File: src/rtl/shifter_load_gen.sv
`default_nettype none
// ============================================================================
// Module   : shifter_load_gen
// Brief    : Video word fetcher with 4-deep FIFO and 2-clock LOAD strobe
//            generator for the shifter word interface (STe scroll/skip aware).
// Revision : 1.0 - initial release
// ============================================================================
module shifter_load_gen (
    input  logic        clk32,
    input  logic        nReset,
    input  logic        busClkEn,
    input  logic        DE,
    input  logic        VBL,
    input  logic [1:0]  rez,
    input  logic        scroll,
    input  logic [21:0] vid_base,
    input  logic [7:0]  line_wid,
    output logic        mem_req,
    output logic [21:0] mem_addr,
    input  logic        mem_ack,
    input  logic [15:0] mem_data,
    output logic        LOAD,
    output logic [15:0] DOUT,
    output logic        underrun
);

    localparam logic [2:0] C_EXTRA_LOW  = 3'd4;
    localparam logic [2:0] C_EXTRA_MID  = 3'd2;
    localparam logic [2:0] C_EXTRA_HIGH = 3'd1;
    localparam logic [2:0] C_FIFO_DEPTH = 3'd4;

    logic [1:0]  ph_q, ph_d;
    logic        vbl_q, vbl_d;
    logic        de_q, de_d;
    logic        fetch_act_q, fetch_act_d;
    logic        load_act_q, load_act_d;
    logic [2:0]  extra_q, extra_d;
    logic [21:0] ptr_q, ptr_d;
    logic        req_q, req_d;
    logic [21:0] addr_q, addr_d;
    logic        discard_q, discard_d;
    logic [15:0] fifo_q [4];
    logic [15:0] fifo_d [4];
    logic [1:0]  wr_q, wr_d;
    logic [1:0]  rd_q, rd_d;
    logic [2:0]  cnt_q, cnt_d;
    logic        load_q, load_d;
    logic        load2_q, load2_d;
    logic [15:0] dout_q, dout_d;
    logic        underrun_q, underrun_d;

    logic        w_slot;
    logic        w_vbl_rise;
    logic        w_ack;
    logic        w_push;
    logic        w_pop;
    logic        w_line_end;
    logic [2:0]  w_extra;

    assign w_slot     = busClkEn && (ph_q == 2'd3);
    assign w_vbl_rise = VBL && !vbl_q;
    assign w_ack      = req_q && mem_ack;
    // Data for a request that straddled a VBL restart belongs to the old frame.
    assign w_push     = w_ack && !discard_q && !w_vbl_rise;
    assign w_pop      = w_slot && load_act_q && (cnt_q != 3'd0) && !w_vbl_rise;
    assign w_extra    = rez[1] ? C_EXTRA_HIGH : (rez[0] ? C_EXTRA_MID : C_EXTRA_LOW);

    always_comb begin
        ph_d        = busClkEn ? ph_q + 2'd1 : ph_q;
        vbl_d       = VBL;
        de_d        = de_q;
        fetch_act_d = fetch_act_q;
        load_act_d  = load_act_q;
        extra_d     = extra_q;
        req_d       = req_q;
        addr_d      = addr_q;
        discard_d   = discard_q;
        fifo_d      = fifo_q;
        wr_d        = wr_q;
        rd_d        = rd_q;
        load_d      = load_q;
        load2_d     = load2_q;
        dout_d      = dout_q;
        underrun_d  = underrun_q;
        w_line_end  = 1'b0;

        if (w_slot) begin
            de_d       = DE;
            load_act_d = fetch_act_q;
            if (DE) begin
                fetch_act_d = 1'b1;
                extra_d     = 3'd0;
            end else if (fetch_act_q) begin
                if (de_q && scroll) begin
                    extra_d = w_extra - 3'd1;
                end else if (!de_q && (extra_q != 3'd0)) begin
                    extra_d = extra_q - 3'd1;
                end else begin
                    fetch_act_d = 1'b0;
                    w_line_end  = 1'b1;
                end
            end
            if (fetch_act_q && (cnt_q < C_FIFO_DEPTH) && !req_q) begin
                req_d  = 1'b1;
                addr_d = ptr_q;
            end
            if (load_act_q && (cnt_q == 3'd0)) begin
                underrun_d = 1'b1;
            end
        end

        if (w_ack) begin
            req_d     = 1'b0;
            discard_d = 1'b0;
        end

        ptr_d = ptr_q + {21'd0, w_push} + (w_line_end ? {14'd0, line_wid} : 22'd0);

        if (w_push) begin
            fifo_d[wr_q] = mem_data;
            wr_d         = wr_q + 2'd1;
        end

        if (w_pop) begin
            dout_d  = fifo_q[rd_q];
            rd_d    = rd_q + 2'd1;
            load_d  = 1'b1;
            load2_d = 1'b0;
        end else if (load_q && !load2_q) begin
            load2_d = 1'b1;
        end else if (load_q) begin
            load_d  = 1'b0;
            load2_d = 1'b0;
        end

        cnt_d = cnt_q + {2'd0, w_push} - {2'd0, w_pop};

        if (w_vbl_rise) begin
            ptr_d       = vid_base;
            wr_d        = 2'd0;
            rd_d        = 2'd0;
            cnt_d       = 3'd0;
            fetch_act_d = 1'b0;
            load_act_d  = 1'b0;
            extra_d     = 3'd0;
            underrun_d  = 1'b0;
            req_d       = w_ack ? 1'b0 : req_q;
            addr_d      = addr_q;
            discard_d   = req_q && !mem_ack;
        end
    end

    always_ff @(posedge clk32 or negedge nReset) begin
        if (!nReset) begin
            ph_q        <= 2'd0;
            vbl_q       <= 1'b0;
            de_q        <= 1'b0;
            fetch_act_q <= 1'b0;
            load_act_q  <= 1'b0;
            extra_q     <= 3'd0;
            ptr_q       <= 22'd0;
            req_q       <= 1'b0;
            addr_q      <= 22'd0;
            discard_q   <= 1'b0;
            for (int i = 0; i < 4; i++) begin
                fifo_q[i] <= 16'd0;
            end
            wr_q        <= 2'd0;
            rd_q        <= 2'd0;
            cnt_q       <= 3'd0;
            load_q      <= 1'b0;
            load2_q     <= 1'b0;
            dout_q      <= 16'd0;
            underrun_q  <= 1'b0;
        end else begin
            ph_q        <= ph_d;
            vbl_q       <= vbl_d;
            de_q        <= de_d;
            fetch_act_q <= fetch_act_d;
            load_act_q  <= load_act_d;
            extra_q     <= extra_d;
            ptr_q       <= ptr_d;
            req_q       <= req_d;
            addr_q      <= addr_d;
            discard_q   <= discard_d;
            fifo_q      <= fifo_d;
            wr_q        <= wr_d;
            rd_q        <= rd_d;
            cnt_q       <= cnt_d;
            load_q      <= load_d;
            load2_q     <= load2_d;
            dout_q      <= dout_d;
            underrun_q  <= underrun_d;
        end
    end

    assign mem_req  = req_q;
    assign mem_addr = addr_q;
    assign LOAD     = load_q;
    assign DOUT     = dout_q;
    assign underrun = underrun_q;

endmodule
`default_nettype wire

File: config.mk
export PLATFORM = sky130hd
export DESIGN_NAME = shifter_load_gen
export DESIGN_NICKNAME = d
export VERILOG_FILES = /design/src/rtl/shifter_load_gen.sv
export SDC_FILE = /design/constraint.sdc
export NUM_CORES = 1
export LEC_CHECK = 0
export CORE_MARGIN = 3
export CORE_UTILIZATION = 30
export CTS_BUF_LIST = sky130_fd_sc_hd__clkbuf_2
export CTS_CLUSTER_SIZE = 12
export DETAILED_ROUTE_END_ITERATION = 8
export PLACE_DENSITY_LB_ADDON = 0.2
export SYNTH_ARGS = -nofsm -noshare
export SYNTH_HDL_FRONTEND = slang
export SYNTH_SLANG_ARGS = --single-unit
File: constraint.sdc
create_clock -name clk32 -period 4.3 [get_ports clk32]
set_clock_uncertainty 0.2 [all_clocks]
set_input_delay 0.86 -clock clk32 [delete_from_list [all_inputs] [get_ports clk32]]
set_output_delay 0.86 -clock clk32 [all_outputs]
set_load 0.05 [all_outputs]
==> metrics.cfg <==
[placement]
placed_cells = 873
hpwlAfterDp_um = 10300
routabilityCongestion = 0.759
io_buffers = 95

[worst_hold_path]
hp-class = flop to flop

[worst_setup_path]
crit_type = input port to flop
path_max_fanout = 8
crit_required_ns = 4.69
worstPathCellList = clkdlybuf4s50_1 > nand2_1 > o21ai_0 > nor4_1 > buf_4 > nand2_1 > fa_1 > inv_1 > fa_1 > a211oi_1 > o21ai_2 > o211a_1 > nand4_1 > xor2_1 > o21ai_0
arrival_ns = 3.90
r2r_slack_ns = 0.94
cp-end-kind = flop
crit_slowest_cell = clkdlybuf4s50_1
cpLargestDelayFamily = compound AO/OA/AOI/OAI gates
max_stage_delay_ns = 0.40
critPathBufInv = 3
crit_path_start_kind = input port

[synth]
synthArstFlopShare_pct = 100
seq_area_frac_synth_pct = 53.5
syn_nets = 582
avgSynthCellArea_um2 = 13.3
syn_area_um2 = 6780
synth-edff-count = 0
yosys_warnings = 0
synth_cell_type_count = 50
synth-main-ff-cell = dfrtp_1
postSynthCellCount = 509
synth-seq-cells = 145

[global_route]
grt_max_degree = 77
grtUsageTotal_pct = 13.0
grt_pass1_vias = 4740
overflow = 0
grt_pass1_wl_um = 24900
antenna_found_initial = 0

[power_and_ir_drop]
peakVddDrop_mv = 0.283
p_int_uw = 2410
seqPwrFrac_pct = 47.3
p_per_area_nw_per_um2 = 443
p_sw_uw = 1270
cellLeakagePower_uw = 0.00378
swShare_pct = 34.5
pwr-share-comb_pct = 30.0
p_clk_share_pct = 22.7

[clock_tree]
cts_sinks = 145
clk_latency_ns = 0.69
clk_path_buf_depth = 2
cts_tree = built
cts_root_buf = clkbuf_2
clk_pin_slew_ns = 0.20
cts_buffers = 17
cts_setup_buffers = 0
htreeDepth = 4

[route]
vias = 4309
drtAntennaViolNets = 0
first_iter_violations = 203
first_pass_iters = 4
finalWirelength_um = 15200
remaining_drc_errors = 0
wl_per_cell_um = 16.8
viasPerCell = 4.76

[final_layout]
fillers = 2138
areaGrowthSynthToFinish_pct = 22.3
diodes = 0
finalNetCount = 686
layout.cells.non_filler = 906
drive_gt1_share_pct = 28.0

[floorplan]
initial_core_util_pct = 30.8
core_area_um2 = 22000
io_pins = 96
die_h_um = 156
rows = 54
die_w_um = 156
dieArea_um2 = 24400

[timing]
max_clock_freq_mhz = 285
grt_setup_unrepaired = false
maxSlewHeadroom_pct = 38.3
tightest_slew_ns = 0.925
finalSetupViolations = 0
finalCritPeriodShare_pct = 81.6
finalMaxSlewViolations = 0
report.final.hold_viol_count = 0
min_period_ns = 3.51
finalSetupTns_ns = 0

[run]
drv_cap = 0

[run_status]
outcome = finished clean

==> power by group through the flow <==
| stage | logic, µW | registers, µW | clock network, µW |
|---|---|---|---|
| detailed placement | 1110 | 1770 | 0 |
| global route | 1180 | 1770 | 949 |
| global placement | 1090 | 1760 | 0 |
| floorplan | 406 | 2060 | 0 |
| finish | 1100 | 1740 | 835 |
| CTS | 1120 | 1740 | 881 |
==> registers in the layout, summed over array words and instances (netlist names) <==
| signal | cells |
|---|---|
| vbl_q | 1 |
| load_act_q | 1 |
| discard_q | 1 |
| DOUT | 16 |
| fifo_q | 64 |
| extra_q | 3 |
| mem_req | 1 |
| rd_q | 2 |
| ph_q | 2 |
| underrun | 1 |
| LOAD | 1 |
| wr_q | 2 |
| mem_addr | 22 |
| ptr_q | 22 |
| de_q | 1 |
| load2_q | 1 |
| cnt_q | 3 |
| fetch_act_q | 1 |
==> final cells by class <==
type / count / area [µm²] / area share, %
Tap cell: 280 / 350 / 4.23
Inverter: 12 / 45.0 / 0.544
Timing Repair Buffer: 105 / 1040 / 12.6
Sequential cell: 145 / 3630 / 43.8
Multi-Input combinational cell: 332 / 2960 / 35.8
Clock buffer: 19 / 95.1 / 1.15
Clock inverter: 13 / 161 / 1.95
==> logic make-up after synthesis <==
logic type,count (synthesis),share of synthesized area [%]
AOI/OAI and AO/OA,67,6.70
xor gates and xnor gates,25,3.23
adders and majority gates,18,3.66
buffers and inverters,32,2.84
DFF,145,53.5
muxes,120,22.6
and+or+nand+nor,102,7.44
==> path summary, 6_finish.rpt <==
check	startpoint	end	cells past startpoint
setup / recovery	scroll	ptr_q[16]$_DFF_PN0_	15
hold / removal	ph_q[0]$_DFFE_PN0P_	ph_q[0]$_DFFE_PN0P_	1
setup reg to reg	de_q$_DFFE_PN0N_	ptr_q[16]$_DFF_PN0_	14
hold reg to reg	ph_q[0]$_DFFE_PN0P_	ph_q[0]$_DFFE_PN0P_	1
max in group asynchronous	nReset	ptr_q[5]$_DFF_PN0_	3
min in group asynchronous	nReset	fifo_q[58]$_DFFE_PN0P_	2
==> per-stage QoR <==
step           util, %  area [µm²]  hold slack, ns  worst slack, ns  total power (µW)
2_1_floorplan        -        6780           0.245            0.682              2460
3_3_place_gp      36.4        8020           0.261            0.273              2850
3_5_place_dp      36.4        8020           0.270            0.114              2870
4_1_cts           37.6        8290           0.297            0.890              3740
5_1_grt           37.6        8290           0.310            0.716              3900
6_report          37.6        8290           0.297            0.790              3670
==> layer usage <==
metal  track usage, %  routed length, µm  up-vias
met1             16.5               6990     2189
met2             21.7               7380       90
li1                 -                  -     2025
met3             4.37                749        5
met5                0                  0        -
met4             2.63                101        0
==> layout by cell type (no fill, tap or decap), types with 2 or more instances in the layout <==
cell type and n:
a21o_1 4, a21oi_1 16, a31oi_1 4, and2_1 12
buf_4 8, bufinv_16 3, clkbuf_2 19, clkdlybuf4s50_1 94
clkinv_1 2, clkinv_4 3, clkinvlp_4 2, dfrtp_1 145
fa_1 3, ha_1 15, inv_1 12, inv_6 2
mux2_2 103, mux4_2 16, nand2_1 41, nand2_2 5
nand2b_1 3, nand3_1 2, nand4_1 2, nor2_1 22
nor3_1 5, nor4_1 2, o2111ai_1 3, o211ai_1 2
o21a_1 2, o21ai_0 22, o31ai_1 2, or3_1 2
xnor2_1 9, xor2_1 16
==> synthesized netlist by cell type (2+ instances only) <==
| cell | n | area [µm²] |
|---|---|---|
| xor2_1 | 16 | 140 |
| xnor2_1 | 9 | 78.8 |
| mux4_2 | 16 | 360 |
| buf_6 | 9 | 101 |
| nand4_1 | 2 | 12.5 |
| nand3_1 | 2 | 10.0 |
| nor3_1 | 5 | 25.0 |
| dfrtp_1 | 145 | 3630 |
| and2_1 | 12 | 75.1 |
| nor2_1 | 22 | 82.6 |
| or3_1 | 2 | 12.5 |
| o2111ai_1 | 3 | 26.3 |
| nor4_1 | 2 | 12.5 |
| ha_1 | 15 | 188 |
| fa_1 | 3 | 60.1 |
| o211ai_1 | 2 | 15.0 |
| a21oi_1 | 16 | 80.1 |
| o21a_1 | 2 | 15.0 |
| nand2b_1 | 3 | 18.8 |
| clkbuf_1 | 6 | 22.5 |
| mux2_2 | 103 | 1160 |
| inv_1 | 12 | 45.0 |
| nand2_1 | 41 | 154 |
| o21ai_0 | 22 | 110 |
| o31ai_1 | 2 | 15.0 |
| a21o_1 | 4 | 30.0 |
| nand2_2 | 5 | 31.3 |
| buf_2 | 3 | 15.0 |
| a31oi_1 | 4 | 25.0 |
==> timing repair <==
item	in CTS	in global routing
gates resized for setup	0	0
hold buffers	1	0
hold endpoints to repair	75	0
(Power assumes the default switching activity.)
